--- src/rtl/pipe_hazard_ctrl_if.sv ---
`default_nettype none
// ============================================================================
// Module   : pipe_hazard_ctrl_if
// Purpose  : Pipeline-side signal bundle for the hazard controller.
// Revision : 1.0
// ============================================================================
interface pipe_hazard_ctrl_if #(
    parameter int CNT_W = 16
);
    logic [4:0]       ID_src1;
    logic [4:0]       ID_src2;
    logic             ID_two_src;
    logic [4:0]       EXE_dest;
    logic [4:0]       MEM_dest;
    logic             EXE_WB_en;
    logic             MEM_WB_en;
    logic             EXE_MEM_read;
    logic             br_taken;
    logic             mem_req;
    logic             mem_ready;
    logic             freeze;
    logic             flush;
    logic             hazard_detected_signal;
    logic             mem_stall;
    logic             mem_err;
    logic [CNT_W-1:0] stall_cnt;
    logic [CNT_W-1:0] flush_cnt;

    modport master (
        output ID_src1, ID_src2, ID_two_src, EXE_dest, MEM_dest,
               EXE_WB_en, MEM_WB_en, EXE_MEM_read, br_taken, mem_req, mem_ready,
        input  freeze, flush, hazard_detected_signal, mem_stall, mem_err,
               stall_cnt, flush_cnt
    );

    modport slave (
        input  ID_src1, ID_src2, ID_two_src, EXE_dest, MEM_dest,
               EXE_WB_en, MEM_WB_en, EXE_MEM_read, br_taken, mem_req, mem_ready,
        output freeze, flush, hazard_detected_signal, mem_stall, mem_err,
               stall_cnt, flush_cnt
    );
endinterface
`default_nettype wire

--- src/rtl/pipe_hazard_ctrl.sv ---
`default_nettype none
// ============================================================================
// Module   : pipe_hazard_ctrl
// Purpose  : MIPS pipeline freeze/flush/bubble control with memory wait FSM.
// Revision : 1.0
// ============================================================================
module pipe_hazard_ctrl #(
    parameter int FORWARD_EN  = 1,
    parameter int MEM_TIMEOUT = 255,
    parameter int CNT_W       = 16
) (
    input  logic              clk,
    input  logic              rst_n,
    pipe_hazard_ctrl_if.slave hz
);
    typedef enum logic [1:0] {
        ST_RUN  = 2'd0,
        ST_WAIT = 2'd1,
        ST_ERR  = 2'd2
    } state_t;

    localparam logic [7:0]       c_TIMEOUT = 8'(MEM_TIMEOUT);
    localparam logic [CNT_W-1:0] c_CNT_MAX = '1;

    state_t           r_state;
    logic [7:0]       r_wait_cnt;
    logic             r_mem_err;
    logic [CNT_W-1:0] r_stall_cnt;
    logic [CNT_W-1:0] r_flush_cnt;

    logic w_s1_exe, w_s2_exe, w_s1_mem, w_s2_mem;
    logic w_hit_exe, w_hit_mem;
    logic w_raw_ld, w_raw_any, w_raw;
    logic w_mem_stall, w_freeze, w_flush, w_hazard;

    // Register 0 is hardwired to zero, so it can never carry a dependency.
    assign w_s1_exe = (hz.ID_src1 != 5'd0) && (hz.ID_src1 == hz.EXE_dest);
    assign w_s2_exe = hz.ID_two_src && (hz.ID_src2 != 5'd0) && (hz.ID_src2 == hz.EXE_dest);
    assign w_s1_mem = (hz.ID_src1 != 5'd0) && (hz.ID_src1 == hz.MEM_dest);
    assign w_s2_mem = hz.ID_two_src && (hz.ID_src2 != 5'd0) && (hz.ID_src2 == hz.MEM_dest);

    assign w_hit_exe = hz.EXE_WB_en & (w_s1_exe | w_s2_exe);
    assign w_hit_mem = hz.MEM_WB_en & (w_s1_mem | w_s2_mem);
    assign w_raw_ld  = hz.EXE_MEM_read & w_hit_exe;
    assign w_raw_any = w_raw_ld | w_hit_exe | w_hit_mem;
    assign w_raw     = (FORWARD_EN != 0) ? w_raw_ld : w_raw_any;

    assign w_mem_stall = ((r_state == ST_RUN)  & hz.mem_req & ~hz.mem_ready) |
                         ((r_state == ST_WAIT) & ~hz.mem_ready);

    // A memory stall holds the whole pipe, so branch and RAW are deferred.
    assign w_freeze = w_mem_stall | (~hz.br_taken & w_raw);
    assign w_flush  = ~w_mem_stall & hz.br_taken;
    assign w_hazard = ~w_mem_stall & (hz.br_taken | w_raw);

    always_ff @(posedge clk or negedge rst_n) begin
        if (!rst_n) begin
            r_state    <= ST_RUN;
            r_wait_cnt <= 8'd0;
            r_mem_err  <= 1'b0;
        end else begin
            case (r_state)
                ST_RUN: begin
                    if (hz.mem_req && !hz.mem_ready) begin
                        r_state    <= ST_WAIT;
                        r_wait_cnt <= 8'd1;
                    end
                end
                ST_WAIT: begin
                    if (hz.mem_ready) begin
                        r_state    <= ST_RUN;
                        r_wait_cnt <= 8'd0;
                    end else if (r_wait_cnt == c_TIMEOUT) begin
                        r_state   <= ST_ERR;
                        r_mem_err <= 1'b1;
                    end else begin
                        r_wait_cnt <= r_wait_cnt + 8'd1;
                    end
                end
                ST_ERR: begin
                    r_mem_err <= 1'b1;
                end
                default: begin
                    r_state <= ST_RUN;
                end
            endcase
        end
    end

    always_ff @(posedge clk or negedge rst_n) begin
        if (!rst_n) begin
            r_stall_cnt <= '0;
            r_flush_cnt <= '0;
        end else begin
            if (w_freeze && (r_stall_cnt != c_CNT_MAX)) begin
                r_stall_cnt <= r_stall_cnt + 1'b1;
            end
            if (w_flush && (r_flush_cnt != c_CNT_MAX)) begin
                r_flush_cnt <= r_flush_cnt + 1'b1;
            end
        end
    end

    assign hz.freeze                 = w_freeze;
    assign hz.flush                  = w_flush;
    assign hz.hazard_detected_signal = w_hazard;
    assign hz.mem_stall              = w_mem_stall;
    assign hz.mem_err                = r_mem_err;
    assign hz.stall_cnt              = r_stall_cnt;
    assign hz.flush_cnt              = r_flush_cnt;

endmodule
`default_nettype wire

--- src/flat_wrapper.sv ---
// flat-port wrapper written by rule: the top's interface ports become plain ports
module pipe_hazard_ctrl_flat 
#(
    parameter int FORWARD_EN  = 1,
    parameter int MEM_TIMEOUT = 255,
    parameter int CNT_W       = 16
)
  (clk, rst_n, hz_ID_src1, hz_ID_src2, hz_ID_two_src, hz_EXE_dest, hz_MEM_dest, hz_EXE_WB_en, hz_MEM_WB_en, hz_EXE_MEM_read, hz_br_taken, hz_mem_req, hz_mem_ready, hz_freeze, hz_flush, hz_hazard_detected_signal, hz_mem_stall, hz_mem_err, hz_stall_cnt, hz_flush_cnt);
  pipe_hazard_ctrl_if #(.CNT_W(CNT_W)) hz_i ();
  input  logic clk;
  input  logic rst_n;
  input wire logic [$bits(hz_i.ID_src1)-1:0] hz_ID_src1;
  input wire logic [$bits(hz_i.ID_src2)-1:0] hz_ID_src2;
  input wire logic [$bits(hz_i.ID_two_src)-1:0] hz_ID_two_src;
  input wire logic [$bits(hz_i.EXE_dest)-1:0] hz_EXE_dest;
  input wire logic [$bits(hz_i.MEM_dest)-1:0] hz_MEM_dest;
  input wire logic [$bits(hz_i.EXE_WB_en)-1:0] hz_EXE_WB_en;
  input wire logic [$bits(hz_i.MEM_WB_en)-1:0] hz_MEM_WB_en;
  input wire logic [$bits(hz_i.EXE_MEM_read)-1:0] hz_EXE_MEM_read;
  input wire logic [$bits(hz_i.br_taken)-1:0] hz_br_taken;
  input wire logic [$bits(hz_i.mem_req)-1:0] hz_mem_req;
  input wire logic [$bits(hz_i.mem_ready)-1:0] hz_mem_ready;
  output wire logic [$bits(hz_i.freeze)-1:0] hz_freeze;
  output wire logic [$bits(hz_i.flush)-1:0] hz_flush;
  output wire logic [$bits(hz_i.hazard_detected_signal)-1:0] hz_hazard_detected_signal;
  output wire logic [$bits(hz_i.mem_stall)-1:0] hz_mem_stall;
  output wire logic [$bits(hz_i.mem_err)-1:0] hz_mem_err;
  output wire logic [$bits(hz_i.stall_cnt)-1:0] hz_stall_cnt;
  output wire logic [$bits(hz_i.flush_cnt)-1:0] hz_flush_cnt;
  assign hz_i.ID_src1 = hz_ID_src1;
  assign hz_i.ID_src2 = hz_ID_src2;
  assign hz_i.ID_two_src = hz_ID_two_src;
  assign hz_i.EXE_dest = hz_EXE_dest;
  assign hz_i.MEM_dest = hz_MEM_dest;
  assign hz_i.EXE_WB_en = hz_EXE_WB_en;
  assign hz_i.MEM_WB_en = hz_MEM_WB_en;
  assign hz_i.EXE_MEM_read = hz_EXE_MEM_read;
  assign hz_i.br_taken = hz_br_taken;
  assign hz_i.mem_req = hz_mem_req;
  assign hz_i.mem_ready = hz_mem_ready;
  assign hz_freeze = hz_i.freeze;
  assign hz_flush = hz_i.flush;
  assign hz_hazard_detected_signal = hz_i.hazard_detected_signal;
  assign hz_mem_stall = hz_i.mem_stall;
  assign hz_mem_err = hz_i.mem_err;
  assign hz_stall_cnt = hz_i.stall_cnt;
  assign hz_flush_cnt = hz_i.flush_cnt;
  pipe_hazard_ctrl #(.FORWARD_EN(FORWARD_EN), .MEM_TIMEOUT(MEM_TIMEOUT), .CNT_W(CNT_W)) u_core (.clk(clk), .rst_n(rst_n), .hz(hz_i));
endmodule
--- config.mk ---
export PLATFORM = sky130hd
export DESIGN_NAME = pipe_hazard_ctrl_flat
export DESIGN_NICKNAME = d
export VERILOG_FILES = /design/src/rtl/pipe_hazard_ctrl_if.sv /design/src/rtl/pipe_hazard_ctrl.sv /design/src/flat_wrapper.sv
export SDC_FILE = /design/constraint.sdc
export NUM_CORES = 1
export LEC_CHECK = 0
export ABC_AREA = 1
export CAP_MARGIN = 20
export CORE_MARGIN = 5
export CORE_UTILIZATION = 50
export CTS_CLUSTER_SIZE = 25
export DETAILED_ROUTE_END_ITERATION = 16
export GPL_TIMING_DRIVEN = 0
export PLACE_DENSITY_LB_ADDON = 0.1
export REMOVE_ABC_BUFFERS = 1
export SKIP_CTS_REPAIR_TIMING = 1
export SLEW_MARGIN = 10
export SYNTH_ARGS = -nofsm -noshare
export SYNTH_HDL_FRONTEND = slang
export SYNTH_SLANG_ARGS = --single-unit
--- constraint.sdc ---
create_clock -name clk -period 1.9 [get_ports clk]
set_input_delay 0.38 -clock clk [delete_from_list [all_inputs] [get_ports clk]]
set_output_delay 0.38 -clock clk [all_outputs]
set_load 0.05 [all_outputs]
==> summary.txt, run 1 <==
Status
  – Status: finished with violations
  – Failing checks: setup timing

Worst setup path
  – WP data arrival: 1580 ps
  – Critical path type: in2out
  – Worst setup SP type: input port
  – Max stage delay on crit path: 450 ps
  – Maximum fanout along the worst path: 7
  – Slowest CP cell: clkdlybuf4s50_1
  – Worst path cell trace: clkdlybuf4s50_1 > nand2_1 > nor2_1 > nand4_1 > nand2_2 > nand3_4 > nand2_8 > buf_8
  – Family with the most delay on the worst path: buffers and inverters
  – Kind of end point of the critical path: output pin
  – Buffers & Inverters on Critical Path: 2
  – Critical path required time: 1520 ps

Floorplan
  – DIE HEIGHT: 83.40 um
  – Die area: 6956 um2
  – I/O pins: 66
  – Die Wd: 83.40 um
  – Placeable Area: 5172 um2
  – Initial Util: 52.08%
  – FP Rows: 26

Power
  – Static leakage: 2.350 nW
  – Power Density: 682.9 nW/um2
  – Worst vdd ir: 0.0007330 V

Timing
  – Crit share post-route: 103.4%
  – Worst slew pin tran: 581.9 ps
  – Fmax: 509.1 MHz
  – Setup ws final: -64.26 ps
  – Final setup viols: 2
  – Clock Skews: 9.587 ps
  – Post-route minimum period: 1964 ps
  – Slew Limit Fails: 0
  – Slew headroom: 60.85%
  – Unrepaired setup endpoints after global routing: true
  – Final hold viol count: 0

Synth
  – Dominant cell type by area after synthesis: dfrtp_1
  – Yosys warnings: 0
  – #FFs+latches synth: 43
  – Xor and xnor area share after synthesis: 8.453%
  – Post-synth EDFFs: 0
  – Synth Area in Simple Gates: 38.27%
  – Yosys cell types: 28
  – Sequential share of the synthesized area: 39.94%
  – Ys flop type: dfrtp_1
  – Mux cell area share after synthesis: 0%
  – Syn Area/Cell: around 7.6 um2
  – Area of the mapped netlist: between 2000 and 3000 um2
  – Compound-gate portion of the synthesized area: just over 3%
  – Yosys top cell area share: around two fifths
  – Mapped Cells: 353
  – Dominant combinational cell family by area after synthesis: simple AND/OR/NAND/NOR gates
  – Ys async rst share: between 90% and 100%
  – Synth top area cells: dfrtp_1 40%, nand2_1 14%, inv_1 6.5%
  – Post-Synth Adder-Cell Area: under 10%

Drt
  – DRT Wirelength: 6388 um
  – Initial drt markers: 82
  – Vias per inst: slightly above 5
  – Antenna Nets Post-Route: 0
  – DR WL/cell: 12.73 um
  – DR pass1 iterations: 4
  – Routed vias: between 2000 and 3000
  – Remaining DRCs: 0

Clocking
  – CTS tree: yes
  – Clock transition at path regs: around 80 ps
  – Clock sinks: 43
  – Htree depth: 2
  – Total CTS buffers: 5
  – Clk Latency, worst-skew pair: 290 ps
  – Clock buffer depth: 2
  – Clk root buf: clkbuf_8

Flow run
  – Max Cap Viol: 0

Final layout
  – Ant diodes: 0
  – Fillcell total: 404
  – Final nets: 463
  – Layout cells sized above 1: between 10% and 20%
  – Area taken by multi-input logic gates: around 1500 um2
  – Fin area: 3791 um2
  – Area grow syn2layout: 40.73%
  – Reg area: 1076 um2
  – Cell Count, Final, Fillers Out: about 500

Place
  – Area post-placement: 3344 um2
  – Port bufs: 59
  – Placer Congestion: roughly 0.85
  – Pre-CTS WS: -1084 ps
  – Post-DP HPWL: 4499 um
  – Dpl cells: 478

Global route
  – Largest net degree at the start of global routing: 26
  – First-pass GRT wire length: 10380 um
  – GRT Total Usage: 17.68%
  – Vias in the first global route: 2383
  – Gr ovfl total: 0
  – Antenna violations before repair: 0

Hold path
  – Hold Crit Class: in2async
-- per-stage QoR --
| step | util (%) | hold slack (ps) | total power [mW] | TNS (ps) |
|---|---|---|---|---|
| 2_1_floorplan | - | 84.41 | 1.644 | -1594 |
| 6_report | 73.29 | 61.95 | 2.589 | -120.3 |
| 3_5_place_dp | 64.66 | 390.2 | 1.959 | -8059 |
| 3_3_place_gp | 64.22 | 459.4 | 1.935 | -37900 |
| 5_1_grt | 73.29 | 84.98 | 2.731 | -277.8 |
| 4_1_cts | 66.59 | 65.23 | 2.606 | -6056 |
-- layout make-up --
class                   instances  area share, %
clock buffers                   8          2.640
inverters                      50          5.050
multi-input cells             256          38.81
flip-flops and latches         43          28.38
well taps                      70          2.310
repair buffers                 75          22.81
-- cells by family (layout without fill, tap and decap cells) --
group	Yosys count	count (layout)
adder cells (fa/ha/maj)	3	3
flip-flops	43	43
buffers and inverters	55	133
AND/OR/NAND/NOR	210	211
XOR/XNOR	26	26
AO/OA/AOI/OAI	16	16
-- registers in the layout, summed over array words and instances, names as in the netlist --
signal,count
u_core.hz.flush_cnt,16
u_core.r_state,2
u_core.r_wait_cnt,8
u_core.hz.stall_cnt,16
u_core.hz.mem_err,1
-- final timing paths --
path	slack, ps	startpoint	endpoint	depth (start not counted)
max	-60	hz_ID_two_src	hz_freeze	8
min	60	rst_n	u_core.r_wait_cnt[0]	1
max reg2reg	140	u_core.hz.flush_cnt[0]	u_core.hz.flush_cnt[7]	9
min reg2reg	480	u_core.hz.mem_err	u_core.hz.mem_err	1
max in group asynchronous	1330	rst_n	u_core.hz.stall_cnt[14]	2
min in group clk	460	hz_mem_ready	u_core.r_state[0]	4
-- cells in the mapped netlist, types with 6 or more instances --
| library cell | count |
|---|---|
| dfrtp_1 | 43 |
| xor2_1 | 20 |
| inv_1 | 47 |
| nor2_1 | 35 |
| a21oi_1 | 6 |
| nand2_2 | 6 |
| xnor2_1 | 6 |
| nand2_1 | 97 |
| nor3_1 | 9 |
| nand4_1 | 9 |
| nand3_1 | 33 |
| o21ai_0 | 9 |
-- where the power goes --
part	total [mW]	switching [mW]	internal, mW	leakage (nW)
sequential	1.11	0.113	1.00	0.547
clock	0.634	0.302	0.332	0.0515
combinational	0.841	0.546	0.295	1.75
total	2.59	0.961	1.63	2.35
-- routing by layer --
layer	track usage (%)	wire (um)	part of all wire, %	vias to the layer above
met3	4.059	290	4.5	7
met5	0	0	0	-
met4	4.903	57	0.89	0
li1	-	-	-	1270
met1	22.68	2875	45	1198
met2	29.81	3165	50	59
-- cells in the final DEF, fill, tap and decap left out, drive strengths merged --
master,netlist,layout
nand2,106,107
inv,50,49
dlymetal6s2s,0,47
dfrtp,43,43
nor2,39,39
nand3,36,36
xor2,20,20
buf,5,20
nor3,13,13
o21ai,10,10
nand4,9,9
clkbuf,0,9
clkdlybuf4s50,0,7
xnor2,6,6
a21oi,6,6
nor4,5,5
ha,3,3
clkinvlp,0,1
nor3b,1,1
or2,1,1
No activity file was read; power rests on OpenSTA's default activity.
==> run 2, diff against run 1 <==
Settings changed: ABC_AREA 1 to not set, CORE_UTILIZATION 50 to 48, SETUP_SLACK_MARGIN set to 0.05, SKIP_LAST_GASP set to 1.
==> run 2 against run 1 <==
Effect of this change: the flow still finishes with violations (setup timing); first-iteration DRC count increased by 29%; largest power group is now combinational logic; global-route usage increased by 0.63 points; combinational power increased by 49%; die area decreased by 8.1%; clock-buffer cell count decreased by 1; cell area decreased by 6.6%; critical endpoint is now hz_hazard_detected_signal; non-clock buffer count decreased by 4; worst hold slack got worse by 39 ps; clock power decreased by 12%; synthesized cell count decreased by 32%; cell count decreased by 23%.
==> summary.txt, run 2 <==
Clocking
  – CTS tree: yes
  – Clock sinks: 43
  – Clock transition at path regs: 80 ps
  – Clk Latency, worst-skew pair: 290 ps
  – Clk root buf: clkbuf_8
  – Total CTS buffers: 5
  – Clock buffer depth: 2
  – Htree depth: 2

Worst setup path
  – Kind of end point of the critical path: output pin
  – Critical path type: in2out
  – Worst setup SP type: input port
  – Critical path required time: 1520 ps
  – WP data arrival: approximately 1600 ps
  – Maximum fanout along the worst path: 3

Power
  – Static leakage: 1.849 nW
  – Power Density: roughly 860 nW/um2
  – Worst vdd ir: 0.0009138 V

Status
  – Status: finished with violations
  – Failing checks: setup timing

Synth
  – Xor and xnor area share after synthesis: 12.67%
  – Synth top area cells: dfrtp_1 46%, xor2_1 7.8%, xnor2_1 4.8%
  – Commonest cells in the netlist: 43 x dfrtp_1, 28 x nand2_1, 22 x nor2_1, 21 x xor2_1, 14 x nand3_1
  – Most common cell in the netlist: dfrtp_1
  – Yosys cell types: 48
  – Sequential share of the synthesized area: between 40% and 50%
  – Yosys top cell area share: 45.79%
  – Compound-gate portion of the synthesized area: 14.80%
  – Ys flop type: dfrtp_1
  – Dominant combinational cell family by area after synthesis: simple AND/OR/NAND/NOR gates
  – Post-Synth Adder-Cell Area: 1.597%
  – Post-synth EDFFs: 0
  – Mapped Cells: about 240
  – Area of the mapped netlist: 2350 um2
  – Ys async rst share: 100.0%
  – Yosys warnings: 0
  – Synth Area in Simple Gates: 21.09%
  – Dominant cell type by area after synthesis: dfrtp_1
  – Syn Area/Cell: 9.750 um2
  – Mux cell area share after synthesis: ~1.4%
  – #FFs+latches synth: 43

Global route
  – Antenna violations before repair: 2
  – Largest net degree at the start of global routing: 27
  – First-pass GRT wire length: 9094 um
  – GRT Total Usage: 18.31%
  – Gr ovfl total: 0
  – Vias in the first global route: 1925
  – Met3 GRT Util: 4.740%
  – Met2 Use GR: between 20% and 30%
  – Met1 Track Usage GR: 25.25%
  – Top Usage Layer GRT: met2

Timing
  – Crit share post-route: 104.7%
  – Setup ws final: -89.45 ps
  – Unrepaired setup endpoints after global routing: true
  – Worst slew pin tran: 511.6 ps
  – Final setup viols: 6
  – Slew Limit Fails: 0
  – Fin Hold WS: roughly 23 ps
  – Post-route minimum period: 1989 ps
  – Final hold viol count: 0
  – Slew headroom: 65.84%
  – Clock Skews: 2.102 ps
  – Fmax: 502.7 MHz

Drt
  – Initial drt markers: 106
  – Remaining DRCs: 0
  – DRT Wirelength: 6009 um
  – DR pass1 iterations: 4
  – Antenna Nets Post-Route: 0
  – Vias per inst: 5.434
  – DR WL/cell: 15.61 um
  – Routed vias: 2092

Place
  – Post-DP HPWL: 4133 um
  – Pre-CTS WS: -1298 ps
  – Port bufs: approximately 60
  – Placer Congestion: 0.8528
  – Area post-placement: between 3000 and 4000 um2

Floorplan
  – Die area: roughly 6400 um2
  – Die Wd: between 70 and 80 um
  – DIE HEIGHT: 79.97 um
  – Placeable Area: about 4700 um2
  – FP Rows: 25
  – I/O pins: 66
  – Initial Util: 49.75%

Final layout
  – Fin area: 3541 um2
  – Most frequent cells in the layout: 41 x dfrtp_1, 40 x dlymetal6s2s_1, 27 x nand2_1
  – Area grow syn2layout: 50.69%
  – Commonest non-fill, non-tap cell in the layout: dfrtp_1
  – Layout cells sized above 1: about a quarter
  – Final nets: between 300 and 400
  – Fillcell total: 328

Hold path
  – Hold Crit Class: in2async

Flow run
  – Max Cap Viol: 0
-- run 2: changes by cell type after synthesis, moves of 4 or more --
| cell | previous run | this run |
|---|---|---|
| nand2_1 | 97 | 28 |
| inv_1 | 47 | 8 |
| nand3_1 | 33 | 14 |
| nor2_1 | 35 | 22 |
| xnor2_1 | 6 | 13 |
| and2_1 | 0 | 6 |
| nand2_2 | 6 | 0 |
| a211oi_1 | 0 | 4 |
| a31oi_1 | 0 | 4 |
| nor2_4 | 4 | 0 |
-- run 2: worst max-delay path, cell delays in order --
cell and delay [ps]:
clkbuf_2 130, nor4_4 300, nor3_2 90, o2111ai_4 240, nand2_2 90, a31oi_1 140, nor2_1 80, buf_6 150
-- run 2: area by class of cell --
| cell class | instances | area, um2 | area share (%) |
|---|---|---|---|
| diodes | 2 | 5.005 | 0.1413 |
| clock buffers | 7 | 76.32 | 2.155 |
| clock inverters | 1 | 5.005 | 0.1413 |
| inverters | 9 | 41.29 | 1.166 |
| multi-input cells | 185 | 1473 | 41.59 |
| flip-flops and latches | 43 | 1079 | 30.46 |
| well taps | 67 | 83.83 | 2.367 |
| repair buffers | 71 | 778.2 | 21.98 |
-- run 2: cell families (layout without fill, tap and decap cells) --
group / after synthesis / count (layout)
AOI/OAI and AO/OA: 43 / 43
xor gates and xnor gates: 34 / 34
adders and majority gates: 3 / 3
buffers and inverters: 14 / 88
DFF: 43 / 43
muxes: 3 / 3
other: 0 / 2
and+or+nand+nor: 101 / 102
-- run 2: routing by layer --
layer	part of all wire, %	wire, um
met4	1.0	61
met1	45	2727
met5	0	0
met2	48	2876
met3	5.7	343
-- run 2: path summary, 6_finish.rpt --
check,start,end,slack [ps],depth (start not counted)
worst max-delay path,hz_ID_src2[2],hz_hazard_detected_signal,-90,8
worst min-delay path,rst_n,u_core.r_wait_cnt[2],20,1
worst max register to register,u_core.r_state[0],u_core.hz.stall_cnt[1],50,6
worst min register to register,u_core.hz.mem_err,u_core.hz.mem_err,470,1
max in group asynchronous,rst_n,u_core.hz.stall_cnt[4],1390,2
min in group clk,u_core.hz.mem_err,u_core.hz.mem_err,470,1
-- run 2: stage by stage --
stage | power (mW) | setup TNS, ps | util, % | instances
2_1_floorplan | 1.997 | -4202 | - | 236
3_3_place_gp | 2.422 | -57600 | 63.42 | 362
3_5_place_dp | 2.439 | -27170 | 63.74 | 363
4_1_cts | 3.000 | -17630 | 65.46 | 371
5_1_grt | 3.227 | -798.4 | 74.97 | 385
6_report | 3.050 | -283.5 | 74.97 | 385
-- run 2: power breakdown --
| group | internal [mW] | switching [mW] | leakage [nW] |
|---|---|---|---|
| registers | 1.06 | 0.183 | 0.540 |
| clock network | 0.258 | 0.299 | 0.0422 |
| logic | 0.454 | 0.794 | 1.27 |
| total | 1.77 | 1.28 | 1.85 |
==> run 3, diff against run 2 <==
Settings changed: SETUP_SLACK_MARGIN 0.05 to 0.1.
==> run 3 against run 2 <==
Effect of this change: the flow still finishes with violations (setup timing); sequential share of layout area is 0.14 points lower; largest power group is now sequential cells; clock power hardly changed; via count fell by 1.5%; flip-flop and latch count stayed put; global-route usage unchanged; power increased by 0.13%; routed wire length decreased by 0.85%; cell count unchanged; critical path depth is the same.
==> summary.txt, run 3 (synthesis results as in run 2) <==
Timing
  – Fmax: 502.0 MHz
  – Clock Skews: 5.941 ps
  – Worst slew pin tran: 511.4 ps
  – Final setup viols: 6
  – Post-route minimum period: 1992 ps
  – Unrepaired setup endpoints after global routing: true
  – Setup ws final: -92.13 ps
  – Final hold viol count: 0
  – Crit share post-route: 104.8%
  – Slew headroom: 65.85%
  – Slew Limit Fails: 0

Floorplan
  – Placeable Area: 4723 um2
  – Die area: 6394 um2
  – DIE HEIGHT: about 80 um
  – Initial Util: 49.75%
  – Die Wd: 79.97 um
  – FP Rows: 25
  – I/O pins: 66

Final layout
  – Fin area: 3561 um2
  – Final nets: ~350
  – Commonest non-fill, non-tap cell in the layout: dlymetal6s2s_1
  – Cell Count, Final, Fillers Out: 385
  – Area grow syn2layout: 51.54%
  – Layout Utilization: 75.39%
  – Layout cells sized above 1: 26.58%
  – Most frequent cells in the layout: 41 x dlymetal6s2s_1, 40 x dfrtp_1, 26 x nand2_1

Clocking
  – Clock transition at path regs: 80 ps
  – Clk root buf: clkbuf_8
  – Clock buffer depth: 2
  – Total CTS buffers: 5
  – Clock sinks: 43
  – Htree depth: 2
  – Clk Latency, worst-skew pair: 290 ps
  – CTS tree: yes

Worst setup path
  – Kind of end point of the critical path: output pin
  – Worst setup SP type: input port
  – Maximum fanout along the worst path: 3
  – Critical path type: in2out
  – WP data arrival: roughly 1600 ps
  – Critical path required time: 1520 ps

Power
  – Cell Int Power: 1.776 mW
  – Psw: 1.278 mW
  – Worst vdd ir: 0.0009172 V
  – Total power: 3.054 mW
  – Sw Ratio: 41.85%
  – Flop pwr share: about two fifths
  – Combinational fraction of design power: 41.0%
  – Clock power frac: 18.2%
  – Static leakage: 1.854 nW
  – Power Density: 857.7 nW/um2

Place
  – Placer Congestion: 0.8528
  – Post-DP HPWL: between 4000 and 5000 um
  – Port bufs: 59
  – Dpl cells: approximately 360
  – Pre-CTS WS: -1298 ps
  – Area post-placement: 3010 um2

Hold path
  – Hold Crit Class: in2async

Global route
  – Largest net degree at the start of global routing: 27
  – GRT Total Usage: 18.31%
  – First-pass GRT wire length: 9094 um
  – Gr ovfl total: 0
  – Antenna violations before repair: 2
  – Vias in the first global route: 1925

Drt
  – DR pass1 iterations: 4
  – Remaining DRCs: 0
  – Antenna Nets Post-Route: 0
  – DR WL/cell: 15.48 um
  – Routed vias: slightly above 2000
  – DRT Wirelength: 5958 um
  – Initial drt markers: 123
  – Vias per inst: ~5.4

Flow run
  – Max Cap Viol: 0

Status
  – Status: finished with violations
  – Failing checks: setup timing
==> run 3: path summary, 6_finish.rpt <==
check / to / startpoint / slack [ps] / cells after the start
worst max-delay path: hz_hazard_detected_signal / hz_ID_src2[2] / -90 / 8
worst min-delay path: u_core.r_wait_cnt[2] / rst_n / 20 / 1
worst max register to register: u_core.hz.stall_cnt[1] / u_core.r_state[0] / 40 / 6
worst min register to register: u_core.hz.mem_err / u_core.hz.mem_err / 470 / 1
max in group asynchronous: u_core.hz.flush_cnt[1] / rst_n / 1400 / 2
min in group clk: u_core.hz.mem_err / u_core.hz.mem_err / 470 / 1
==> run 3: area by class of cell <==
cell class / instances / area (um2)
flip-flops and latches: 43 / 1080
well taps: 67 / 83.83
diodes: 2 / 5.005
clock inverters: 1 / 5.005
multi-input cells: 185 / 1485
repair buffers: 71 / 784.5
fillers: 321 / 1162
clock buffers: 7 / 76.32
inverters: 9 / 41.29
==> run 3: critical path, stage by stage <==
cell and delay [ps]:
clkbuf_2 130, nor4_4 300, nor3_2 90, o2111ai_4 240, nand2_2 90, a31oi_1 140, nor2_1 80, buf_6 150
==> run 3: routing by layer <==
metal  vias to the layer above  track usage [%]  part of all wire, %
met5                         -                0                    0
met4                         0            6.081                  1.4
met2                        53            27.90                   47
met3                         8            4.740                  4.8
li1                       1008                -                    -
met1                       991            25.25                   46
==> run 3: power by group through the flow <==
stage,combinational (mW),clock [mW],sequential (mW)
finish,1.25,0.557,1.25
global route,1.34,0.616,1.28
CTS,1.19,0.571,1.24
detailed placement,1.18,0,1.26
global placement,1.17,0,1.26
floorplan,0.318,0,1.68
==> run 3: stage by stage <==
step / hold WS [ps] / TNS, ps
after floorplan: 84.41 / -4202
after global placement: 455.4 / -57600
after detailed placement: 346.1 / -27170
after CTS: 28.56 / -17630
after global routing: 40.02 / -796.1
final: 18.35 / -290.3
